[src/rtl/hazard_ctrl_pkg.sv]
// Shared types and the source/slot match helper for the hazard controller.
// Imported by hazard_ctrl.
package hazard_ctrl_pkg;

    typedef enum logic [1:0] {
        FWD_RF  = 2'd0,
        FWD_MEM = 2'd1,
        FWD_WB  = 2'd2
    } fwd_sel_e;

    typedef enum logic [1:0] {
        HZ_RUN        = 2'd0,
        HZ_LOAD_STALL = 2'd1,
        HZ_FLUSH      = 2'd2,
        HZ_FREEZE     = 2'd3
    } hz_mode_e;

    typedef struct packed {
        logic       valid;
        logic [4:0] rd;
        logic       rf_en;
        logic       is_load;
    } hz_slot_t;

    typedef struct packed {
        logic       valid;
        logic [4:0] rs1;
        logic [4:0] rs2;
        logic       use_rs1;
        logic       use_rs2;
        logic [4:0] rd;
        logic       rf_en;
        logic       is_load;
        logic       redirect;
        logic       dm_busy;
    } hazard_in_t;

    typedef struct packed {
        logic stall_if;
        logic stall_id;
        logic stall_all;
        logic flush_id;
        logic flush_ex;
        logic byp_a;
        logic byp_b;
    } hazard_out_t;

    localparam hz_slot_t SLOT_BUBBLE = '0;

    // True when an in-flight writer produces the value this source reads.
    // x0 is never a real producer.
    function automatic logic slot_match_f(
        input hz_slot_t   s,
        input logic [4:0] src,
        input logic       use_src
    );
        return s.valid && s.rf_en && use_src &&
               (s.rd == src) && (s.rd != 5'd0);
    endfunction

endpackage

[src/rtl/hazard_ctrl.sv]
// Hazard controller: shadows EX/MEM/WB destinations and drives
// stall, flush, forwarding, ID bypass and event counters.
module hazard_ctrl
    import hazard_ctrl_pkg::*;
#(
    parameter int CNT_WIDTH = 32
) (
    input  logic                 clk,
    input  logic                 arst_n,
    input  logic                 id_valid,
    input  logic [4:0]           id_rs1,
    input  logic [4:0]           id_rs2,
    input  logic                 id_use_rs1,
    input  logic                 id_use_rs2,
    input  logic [4:0]           id_rd,
    input  logic                 id_rf_en,
    input  logic                 id_is_load,
    input  logic                 ex_redirect,
    input  logic                 dm_busy,
    output logic                 stall_if,
    output logic                 stall_id,
    output logic                 stall_all,
    output logic                 flush_id,
    output logic                 flush_ex,
    output logic [1:0]           fwd_a_sel,
    output logic [1:0]           fwd_b_sel,
    output logic                 id_byp_a,
    output logic                 id_byp_b,
    output logic [CNT_WIDTH-1:0] stall_cnt,
    output logic [CNT_WIDTH-1:0] flush_cnt
);

    hazard_in_t  hin;
    hazard_out_t hout;

    hz_slot_t ex_q;
    hz_slot_t mem_q;
    hz_slot_t wb_q;
    hz_slot_t id_slot;

    fwd_sel_e fwd_a_q;
    fwd_sel_e fwd_b_q;
    fwd_sel_e fwd_a_d;
    fwd_sel_e fwd_b_d;

    hz_mode_e mode;
    hz_mode_e mode_q;

    logic m_ex_a;
    logic m_ex_b;
    logic m_mem_a;
    logic m_mem_b;
    logic m_wb_a;
    logic m_wb_b;
    logic load_use;

    logic [CNT_WIDTH-1:0] stall_cnt_q;
    logic [CNT_WIDTH-1:0] flush_cnt_q;

    // Gather the ID decode fields and pipeline events into one bundle.
    always_comb begin
        hin          = '0;
        hin.valid    = id_valid;
        hin.rs1      = id_rs1;
        hin.rs2      = id_rs2;
        hin.use_rs1  = id_use_rs1;
        hin.use_rs2  = id_use_rs2;
        hin.rd       = id_rd;
        hin.rf_en    = id_rf_en;
        hin.is_load  = id_is_load;
        hin.redirect = ex_redirect;
        hin.dm_busy  = dm_busy;
    end

    assign m_ex_a  = slot_match_f(ex_q,  hin.rs1, hin.use_rs1);
    assign m_ex_b  = slot_match_f(ex_q,  hin.rs2, hin.use_rs2);
    assign m_mem_a = slot_match_f(mem_q, hin.rs1, hin.use_rs1);
    assign m_mem_b = slot_match_f(mem_q, hin.rs2, hin.use_rs2);
    assign m_wb_a  = slot_match_f(wb_q,  hin.rs1, hin.use_rs1);
    assign m_wb_b  = slot_match_f(wb_q,  hin.rs2, hin.use_rs2);

    assign load_use = hin.valid && ex_q.is_load && (m_ex_a || m_ex_b);

    assign id_slot = '{
        valid:   hin.valid,
        rd:      hin.rd,
        rf_en:   hin.rf_en,
        is_load: hin.is_load
    };

    // Pick this cycle's mode; memory freeze dominates a pending redirect.
    always_comb begin
        mode = HZ_RUN;
        if (hin.dm_busy) begin
            mode = HZ_FREEZE;
        end else if (hin.redirect) begin
            mode = HZ_FLUSH;
        end else if (load_use) begin
            mode = HZ_LOAD_STALL;
        end
    end

    // Forwarding for the instruction about to enter EX; youngest wins.
    always_comb begin
        fwd_a_d = FWD_RF;
        fwd_b_d = FWD_RF;
        if (m_ex_a && !ex_q.is_load) begin
            fwd_a_d = FWD_MEM;
        end else if (m_mem_a) begin
            fwd_a_d = FWD_WB;
        end
        if (m_ex_b && !ex_q.is_load) begin
            fwd_b_d = FWD_MEM;
        end else if (m_mem_b) begin
            fwd_b_d = FWD_WB;
        end
    end

    // Pipeline control decode from the selected mode.
    always_comb begin
        hout = '0;
        unique case (mode)
            HZ_FREEZE: begin
                hout.stall_if  = 1'b1;
                hout.stall_id  = 1'b1;
                hout.stall_all = 1'b1;
            end
            HZ_FLUSH: begin
                hout.flush_id = 1'b1;
                hout.flush_ex = 1'b1;
            end
            HZ_LOAD_STALL: begin
                hout.stall_if = 1'b1;
                hout.stall_id = 1'b1;
                hout.flush_ex = 1'b1;
            end
            default: ;
        endcase
        hout.byp_a = m_wb_a;
        hout.byp_b = m_wb_b;
    end

    // Advance the shadow slots and capture forwarding selects.
    always_ff @(posedge clk or negedge arst_n) begin
        if (!arst_n) begin
            ex_q    <= SLOT_BUBBLE;
            mem_q   <= SLOT_BUBBLE;
            wb_q    <= SLOT_BUBBLE;
            fwd_a_q <= FWD_RF;
            fwd_b_q <= FWD_RF;
            mode_q  <= HZ_RUN;
        end else begin
            mode_q <= mode;
            if (mode != HZ_FREEZE) begin
                mem_q <= ex_q;
                wb_q  <= mem_q;
                if (mode == HZ_RUN) begin
                    ex_q    <= id_slot;
                    fwd_a_q <= fwd_a_d;
                    fwd_b_q <= fwd_b_d;
                end else begin
                    ex_q    <= SLOT_BUBBLE;
                    fwd_a_q <= FWD_RF;
                    fwd_b_q <= FWD_RF;
                end
            end
        end
    end

    // Count stall and flush cycles; both wrap naturally.
    always_ff @(posedge clk or negedge arst_n) begin
        if (!arst_n) begin
            stall_cnt_q <= '0;
            flush_cnt_q <= '0;
        end else begin
            if (mode == HZ_FREEZE || mode == HZ_LOAD_STALL) begin
                stall_cnt_q <= stall_cnt_q + CNT_WIDTH'(1);
            end
            if (mode == HZ_FLUSH) begin
                flush_cnt_q <= flush_cnt_q + CNT_WIDTH'(1);
            end
        end
    end

    // A load stalls its consumer once; afterwards EX holds a bubble.
    a_single_load_stall: assert property (
        @(posedge clk) disable iff (!arst_n)
        (mode_q == HZ_LOAD_STALL) |-> (mode != HZ_LOAD_STALL)
    );

    assign stall_if  = hout.stall_if;
    assign stall_id  = hout.stall_id;
    assign stall_all = hout.stall_all;
    assign flush_id  = hout.flush_id;
    assign flush_ex  = hout.flush_ex;
    assign id_byp_a  = hout.byp_a;
    assign id_byp_b  = hout.byp_b;
    assign fwd_a_sel = fwd_a_q;
    assign fwd_b_sel = fwd_b_q;
    assign stall_cnt = stall_cnt_q;
    assign flush_cnt = flush_cnt_q;

endmodule

[config.mk]
export PLATFORM = sky130hd
export DESIGN_NAME = hazard_ctrl
export DESIGN_NICKNAME = d
export VERILOG_FILES = /design/src/rtl/hazard_ctrl_pkg.sv /design/src/rtl/hazard_ctrl.sv
export SDC_FILE = /design/constraint.sdc
export NUM_CORES = 1
export LEC_CHECK = 0
export ABC_AREA = 1
export CORE_UTILIZATION = 45
export DETAILED_ROUTE_END_ITERATION = 12
export HOLD_SLACK_MARGIN = 0.1
export PLACE_DENSITY = 0.68
export SYNTH_ARGS = -nofsm -noshare
export SYNTH_HDL_FRONTEND = slang
export SYNTH_SLANG_ARGS = --single-unit
export TNS_END_PERCENT = 50
[constraint.sdc]
create_clock -name clk -period 2 [get_ports clk]
set_input_delay 0.4 -clock clk [delete_from_list [all_inputs] [get_ports clk]]
set_output_delay 0.4 -clock clk [all_outputs]
set_load 0.005 [all_outputs]
==> flow_summary_export.csv, run 1 <==
group,metric,value,unit
clock_network,clk_root_buffer_cell,"sky130_fd_sc_hd__clkbuf_16",
status,failing_checks,"setup timing",
setup_path,cp_num_buf_inv,3,
synth,yosysWarningCount,0,
global_route,initial_antenna_violation_count,0,
synth,synth.yosys.seq_area_share,39.7,%
drt,detail-route-antenna-nets,0,
global_route,grt_pass1_vias,5363,
synth,area_fraction_in_compound_gates_after_synthesis,3.33,%
setup_path,cp_cell_sequence,"inv_2 > buf_4 > a21oi_1 > nand2_1 > nor2_4 > nand2_2 > nand2_2 > nand2_4 > nand2_4 > ha_4 > buf_6",
setup_path,critical_path_arrival,1840,ps
setup_path,required,1600,ps
setup_path,timing.rr.start,"ex_q[6]$_DFFE_PN0P_",
synth,postSynthCellCount,798,
place,port-buffer-count,98,
sta,fin_crit,2240,ps
floorplanning,top_level_ports,99,
setup_path,setup.worst_path.start_class,"register",
finish,final_nets,995,
place,place_congestion,0.940,
setup_path,worstSetupPathType,"reg2out",
finish,insertedDiodeCount,0,
synth,simple_gate_area_share_of_the_yosys_netlist,40.7,%
synth,yosys.cell_types.count,35,
global_route,grt_start_max_net_pins,91,
synth,synth_xor_area_share,8.03,%
global_route,first_pass_grt_wire_length,27100,um
finish,area.growth.synth_to_final,38.0,%
sta,skew,8.68,ps
global_route,groute.usage.overall,26.8,%
power_and_ir_drop,power.internal,0.00371,W
finish,final_common_cell,"sky130_fd_sc_hd__nand2_1",
place,place_hpwl,12300,um
sta,setup_total_negative_slack,-844,ps
power_and_ir_drop,pwr-share-clk,37.9,%
worst_hold_path,hold_path.class,"in2async",
setup_path,worst_r2r_path_depth,19,
floorplanning,coreArea,12200,um2
clock_network,clock_latency,350,ps
setup_path,cp_slowest_stage_delay,360,ps
sta,worst_slew_margin_relative_to_its_limit,66.0,%
floorplanning,die_area,13100,um2
sta,timing.fmax,0.447,GHz
power_and_ir_drop,combinationalPowerShare,19.8,%
sta,layout_setup_ws,-239,ps
drt,initialDrtViolationCount,375,
drt,routed_length_per_instance,14.6,um
sta,layout_worst_path_cycle_share,112,%
synth,synth.mux.area_fraction,0,%
floorplanning,start_util,46.6,%
synth,number_of_nets_in_the_synthesized_netlist,827,
clock_network,cts_tree,"built",
synth,synth_top_family_by_area,"simple AND/OR/NAND/NOR gates",
power_and_ir_drop,p_leak,3.69,nW
synth,synthesis.area_per_instance,7.11,um2
power_and_ir_drop,worst_ir_drop_vdd,0.546,mV
drt,post_drt_via_cell_ratio,5.00,
sta,hold_slack,71.2,ps
setup_path,crit_path_max_fanout,3,
setup_path,cp_slowest_cell,"sky130_fd_sc_hd__dfrtp_1",
floorplanning,die_w,114,um
sta,drv_slew,0,
clock_network,cts.htree.levels,3,
synth,mappedNetlistArea,5670,um2
synth,ys_seq_elements,90,
finish,mostFrequentLayoutCells,"sky130_fd_sc_hd__nand2_1, sky130_fd_sc_hd__dfrtp_1, sky130_fd_sc_hd__clkdlybuf4s50_1",
drt,first_pass_iters,4,
setup_path,crit_cells,11,
finish,fillers,1102,
clock_network,tritoncts.num_buffers,9,
synth,synth_adder_area_share,1.10,%
setup_path,worst_path_dominant_cell_family,"simple AND/OR/NAND/NOR gates",
floorplanning,die_h,114,um
power_and_ir_drop,power_switching_share,28.0,%
floorplanning,core.rowCount,40,
sta,finalSetupViolations,5,
sta,setup_repair_after_global_routing_missed_its_margin,"yes",
sta,finalHoldViolCount,0,
finish,layout_cells_sized_above_1,16.8,%
drt,remaining_drc_errors,0,
power_and_ir_drop,total_switching_power,0.00144,W
status,outcome,"finished with violations",
run,drv_cap,0,
power_and_ir_drop,sequentialPowerShare,42.3,%
setup_path,crit_path_start,"ex_q[5]$_DFFE_PN0P_",
drt,via_count,5698,
clock_network,clkTransAtPathRegs,70,ps
power_and_ir_drop,power_density,658,nW/um2
setup_path,critical_path.endpoint_type,"output pin",
sta,worst_margin_pin_slew,510,ps
clock_network,max-clock-path-buffers,2,
drt,postRouteWirelength,16700,um
clock_network,cts_num_sinks,90,
global_route,grt.overflow.total,0,
[registers in the layout, summed over array words and instances (netlist names)]
register and count:
fwd_a_sel 2, wb_q 7, ex_q 8, mem_q 7, fwd_b_sel 2, flush_cnt 32, stall_cnt 32
[layout make-up]
cell class	count	area (um2)	area share, %
Clock buffer	9	225	2.88
Clock inverter	7	118	1.50
Inverter	83	317	4.05
Multi-Input combinational cell	609	3150	40.3
Sequential cell	90	2260	28.8
Tap cell	168	210	2.69
Timing Repair Buffer	173	1550	19.8
[through the flow]
stage / cell area, um2 / instances / setup slack (ps) / total power [W] / utilization [%]
floorplan: 5700 / 798 / 0.591 / 0.00261 / -
global placement: 7230 / 1106 / -650 / 0.00316 / 59.5
detailed placement: 7230 / 1106 / -665 / 0.00318 / 59.5
CTS: 7720 / 1136 / -230 / 0.00517 / 63.5
global route: 7820 / 1139 / -354 / 0.00540 / 64.3
finish: 7820 / 1139 / -239 / 0.00515 / 64.3
[cell usage after synthesis (all sizes together)]
master	n	area, um2
nand2	308	1190
dfrtp	90	2250
inv	81	304
nor2	81	357
nand3	72	398
nor3	31	186
xor2	30	263
o21ai	27	135
xnor2	22	193
nand3b	11	82.6
nand4	9	71.3
buf	8	60.1
clkbuf	8	30.0
ha	5	62.6
a21oi	4	20.0
o22ai	4	25.0
clkinv	2	8.75
or2	2	12.5
and3	1	6.26
nor4	1	6.26
o2111ai	1	8.76
[cells by family after synthesis]
group	Yosys count
flip-flops	90
AND/OR/NAND/NOR	516
buffers and inverters	99
AO/OA/AOI/OAI	36
adder cells (fa/ha/maj)	5
XOR/XNOR	52
[power groups by stage]
stage / sequential [W] / clock (W) / combinational [W]
after detailed placement: 0.00221 / 0 / 0.000967
final: 0.00218 / 0.00195 / 0.00102
after global routing: 0.00220 / 0.00208 / 0.00112
after CTS: 0.00218 / 0.00199 / 0.000998
after global placement: 0.00220 / 0 / 0.000960
after floorplan: 0.00218 / 0 / 0.000428
[metal layers]
layer | vias up | wire, um | global-route usage (%)
li1 | 2843 | - | -
met1 | 2656 | 7890 | 38.9
met2 | 182 | 7410 | 40.8
met3 | 17 | 1140 | 5.45
met4 | 0 | 216 | 7.10
met5 | - | 0 | 0
[repair_timing]
action / CTS / global route
pin swaps: 16 / 15
setup endpoints to repair: 16 / 62
buffers inserted: 14 / 3
hold buffers: 0 / 0
gates resized for setup: 48 / 34
[final timing paths]
path | end | slack (ps)
max reg2reg | fwd_b_sel[1]$_DFFE_PN0P_ | -120
min | wb_q[4]$_DFFE_PN0P_ | 70
max in group asynchronous | mem_q[2]$_DFFE_PN0P_ | 1520
min in group clk | fwd_b_sel[1]$_DFFE_PN0P_ | 490
min reg2reg | fwd_b_sel[1]$_DFFE_PN0P_ | 490
max | flush_ex | -240
No activity file was read; power rests on OpenSTA's default activity.
==> inputs of run 2 (changes only) <==
--- a/config.mk
+++ b/config.mk
@@ -5,11 +5,10 @@
 export SDC_FILE = /design/constraint.sdc
 export NUM_CORES = 1
 export LEC_CHECK = 0
-export ABC_AREA = 1
 export CORE_UTILIZATION = 45
 export DETAILED_ROUTE_END_ITERATION = 12
 export HOLD_SLACK_MARGIN = 0.1
-export PLACE_DENSITY = 0.68
+export PLACE_DENSITY = 0.72
 export SYNTH_ARGS = -nofsm -noshare
 export SYNTH_HDL_FRONTEND = slang
 export SYNTH_SLANG_ARGS = --single-unit
==> run 2 against run 1 <==
Compared with the run above: the run still ends with setup timing left; largest cell class unchanged; sequential share of layout area rose by 4.6 points; register-to-register slack got worse by 510 ps; setup slack got worse by 410 ps; power fell by 11%; die area fell by 23%; core utilization rose by 8.2 points.
==> flow_summary_export.csv, run 2 <==
group,metric,value,unit
sta,fin_crit,2650,ps
floorplanning,die_w,100,um
sta,drv_slew,0,
finish,area.growth.synth_to_final,55.4,%
sta,worst_margin_pin_slew,558,ps
setup_path,critical_path_arrival,2250,ps
clock_network,clock_latency,350,ps
sta,layout_worst_path_cycle_share,132,%
global_route,first_pass_grt_wire_length,18800,um
floorplanning,core.rowCount,35,
clock_network,max-clock-path-buffers,2,
synth,synthesis.area_per_instance,11.1,um2
setup_path,required,1600,ps
sta,layout_setup_ws,-648,ps
clock_network,cts_num_sinks,90,
clock_network,cts.htree.levels,3,
floorplanning,coreArea,9280,um2
clock_network,cts_tree,"built",
finish,fillers,691,
global_route,grt.overflow.total,0,
drt,via_count,3672,
sta,timing.fmax,0.378,GHz
run,drv_cap,0,
place,place_congestion,0.918,
global_route,initial_antenna_violation_count,2,
synth,yosys.cell_types.count,40,
setup_path,timing.rr.start,"ex_q[3]$_DFFE_PN0P_",
place,place_hpwl,7750,um
power_and_ir_drop,sequentialPowerShare,47.3,%
sta,finalSetupViolations,64,
finish,final_common_cell,"sky130_fd_sc_hd__dfrtp_1",
synth,number_of_flops_mapped_to_enable_cells_by_yosys,0,
status,outcome,"finished with violations",
global_route,groute.usage.overall,23.9,%
setup_path,worstSetupPathType,"reg2out",
power_and_ir_drop,pwr-share-clk,32.6,%
finish,layout_cells_sized_above_1,28.9,%
drt,first_pass_iters,4,
power_and_ir_drop,power.internal,0.00336,W
place,dpl-instance-area,5890,um2
setup_path,critical_path.endpoint_type,"output pin",
synth,synth_async_sr_flop_share,100,%
power_and_ir_drop,p_leak,2.98,nW
finish,mostFrequentLayoutCells,"sky130_fd_sc_hd__dfrtp_1, sky130_fd_sc_hd__clkdlybuf4s50_1, sky130_fd_sc_hd__xnor2_1",
clock_network,clk_root_buffer_cell,"sky130_fd_sc_hd__clkbuf_8",
clock_network,tritoncts.num_buffers,9,
finish,final_nets,602,
power_and_ir_drop,combinationalPowerShare,20.2,%
power_and_ir_drop,total_switching_power,0.00122,W
synth,postSynthCellCount,392,
synth,yosys.cell_count.top_type,"sky130_fd_sc_hd__dfrtp_1",
drt,detail-route-antenna-nets,0,
synth,ys_seq_elements,90,
global_route,grt_start_max_net_pins,43,
synth,synth_top_area_share,52.0,%
synth,number_of_nets_in_the_synthesized_netlist,421,
drt,initialDrtViolationCount,73,
synth,synth.yosys.seq_area_share,52.0,%
floorplanning,die_h,100,um
floorplanning,start_util,46.7,%
power_and_ir_drop,worst_ir_drop_vdd,0.514,mV
place,port-buffer-count,98,
setup_path,setup.worst_path.start_class,"register",
synth,synth_area_leaders,"sky130_fd_sc_hd__dfrtp_1, sky130_fd_sc_hd__xnor2_1, sky130_fd_sc_hd__xor2_1",
power_and_ir_drop,power_density,680,nW/um2
finish,final_area,6730,um2
synth,yosys_most_used_dff,"sky130_fd_sc_hd__dfrtp_1",
setup_path,crit_path_max_fanout,2,
sta,finalHoldViolCount,0,
power_and_ir_drop,total_power,0.00458,W
floorplanning,die_area,10000,um2
drt,routed_length_per_instance,16.4,um
global_route,grt_pass1_vias,3806,
sta,skew,11.5,ps
worst_hold_path,holdCritStartpoint,"flush_cnt[31]$_DFFE_PN0P_",
floorplanning,top_level_ports,99,
synth,yosysWarningCount,0,
worst_hold_path,hold_path.class,"reg2reg",
clock_network,clkTransAtPathRegs,90,ps
drt,postRouteWirelength,11600,um
sta,worst_slew_margin_relative_to_its_limit,62.8,%
setup_path,crit_path_start,"ex_q[3]$_DFFE_PN0P_",
synth,mappedNetlistArea,4330,um2
drt,remaining_drc_errors,0,
synth,synth.largest_area_cell,"sky130_fd_sc_hd__dfrtp_1",
sta,setup_repair_after_global_routing_missed_its_margin,"yes",
power_and_ir_drop,power_switching_share,26.6,%
status,failing_checks,"setup timing",
drt,post_drt_via_cell_ratio,5.19,
synth,yosys-top-cells-count,"sky130_fd_sc_hd__dfrtp_1, sky130_fd_sc_hd__xnor2_1, sky130_fd_sc_hd__nand2_1",
## run 2: cell types whose count changed after synthesis, moves of 15 or more
cell | previous run | this run
sky130_fd_sc_hd__inv_1 | 76 | 1
sky130_fd_sc_hd__mux2_2 | 0 | 15
sky130_fd_sc_hd__nand2_1 | 303 | 47
sky130_fd_sc_hd__nand3_1 | 69 | 25
sky130_fd_sc_hd__nand4_1 | 8 | 27
sky130_fd_sc_hd__nor2_1 | 70 | 14
sky130_fd_sc_hd__nor3_1 | 26 | 5
sky130_fd_sc_hd__o21ai_0 | 25 | 9
sky130_fd_sc_hd__xnor2_1 | 22 | 71
## run 2: final cells by class
| type | count | area [um2] | share of cell area, % |
|---|---|---|---|
| diodes | 2 | 5.00 | 0.0743 |
| clock buffers | 9 | 124 | 1.84 |
| clock inverters | 6 | 115 | 1.71 |
| inverters | 2 | 12.5 | 0.186 |
| multi-input cells | 288 | 2290 | 34.0 |
| flip-flops and latches | 90 | 2250 | 33.4 |
| well taps | 129 | 161 | 2.40 |
| repair buffers | 182 | 1770 | 26.3 |
## run 2: kinds of logic (layout without fill, tap and decap cells)
group           Yosys count  after routing  synth area share (%)
flops                    90             90                  52.0
fa+ha+maj                 5              5                  1.44
xor+xnor                 92             92                  18.6
other cells               0              2                     0
mux                      15             15                  3.90
compound gates           17             17                  2.60
simple gates            159            159                  19.9
buf+inv                  14            199                  1.62
## run 2: power groups by stage
stage	clock (W)	combinational, W	sequential, W
global placement	0	0.000779	0.00219
detailed placement	0	0.000806	0.00220
finish	0.00149	0.000924	0.00216
global route	0.00159	0.00100	0.00220
floorplan	0	0.000313	0.00217
CTS	0.00150	0.000898	0.00217
## run 2: final timing paths
check	end	slack (ps)	cells past startpoint
worst min register to register	flush_cnt[31]$_DFFE_PN0P_	470	1
max in group asynchronous	flush_cnt[11]$_DFFE_PN0P_	830	3
worst min-delay path	flush_cnt[31]$_DFFE_PN0P_	470	1
worst max-delay path	flush_ex	-650	8
worst max register to register	fwd_a_sel[1]$_DFFE_PN0P_	-630	15
min in group asynchronous	stall_cnt[6]$_DFFE_PN0P_	580	2
## run 2: per-stage QoR
| stage | setup slack, ps | TNS [ps] | hold WS [ps] | instances | utilization (%) |
|---|---|---|---|---|---|
| floorplan | -515 | -10970 | 104 | 392 | - |
| detailed placement | -980 | -44480 | 378 | 665 | 63.4 |
| finish | -648 | -28930 | 473 | 708 | 72.5 |
| global placement | -870 | -37450 | 374 | 665 | 63.4 |
| global route | -737 | -35840 | 492 | 707 | 72.5 |
| CTS | -630 | -24990 | 473 | 700 | 70.6 |
## run 2: worst max-delay path, stage by stage (launching register included)
cell and delay, ps:
sky130_fd_sc_hd__dfrtp_1 410, sky130_fd_sc_hd__buf_6 130, sky130_fd_sc_hd__or4_4 440, sky130_fd_sc_hd__o211ai_4 200, sky130_fd_sc_hd__nor3_2 70, sky130_fd_sc_hd__a21o_1 180
sky130_fd_sc_hd__buf_6 130, sky130_fd_sc_hd__ha_4 250, sky130_fd_sc_hd__buf_6 80
## run 2: per-layer routing
metal | up-vias | share of wire [%] | GRT usage, % | wire, um
met5 | - | 0 | 0 | 0
met4 | 0 | 2.5 | 7.92 | 292
met2 | 104 | 49 | 40.5 | 5740
met1 | 1824 | 44 | 31.2 | 5050
li1 | 1720 | - | - | -
met3 | 24 | 4.5 | 4.11 | 518
## run 2: timing repair
item / in CTS / in global routing
cloned: 4 / 1
buffers inserted: 18 / 6
gates resized for setup: 93 / 26
hold endpoints to repair: 32 / 0
pin swaps: 34 / 23
hold buffers: 1 / 0
endpoints found under the setup margin: 65 / 70
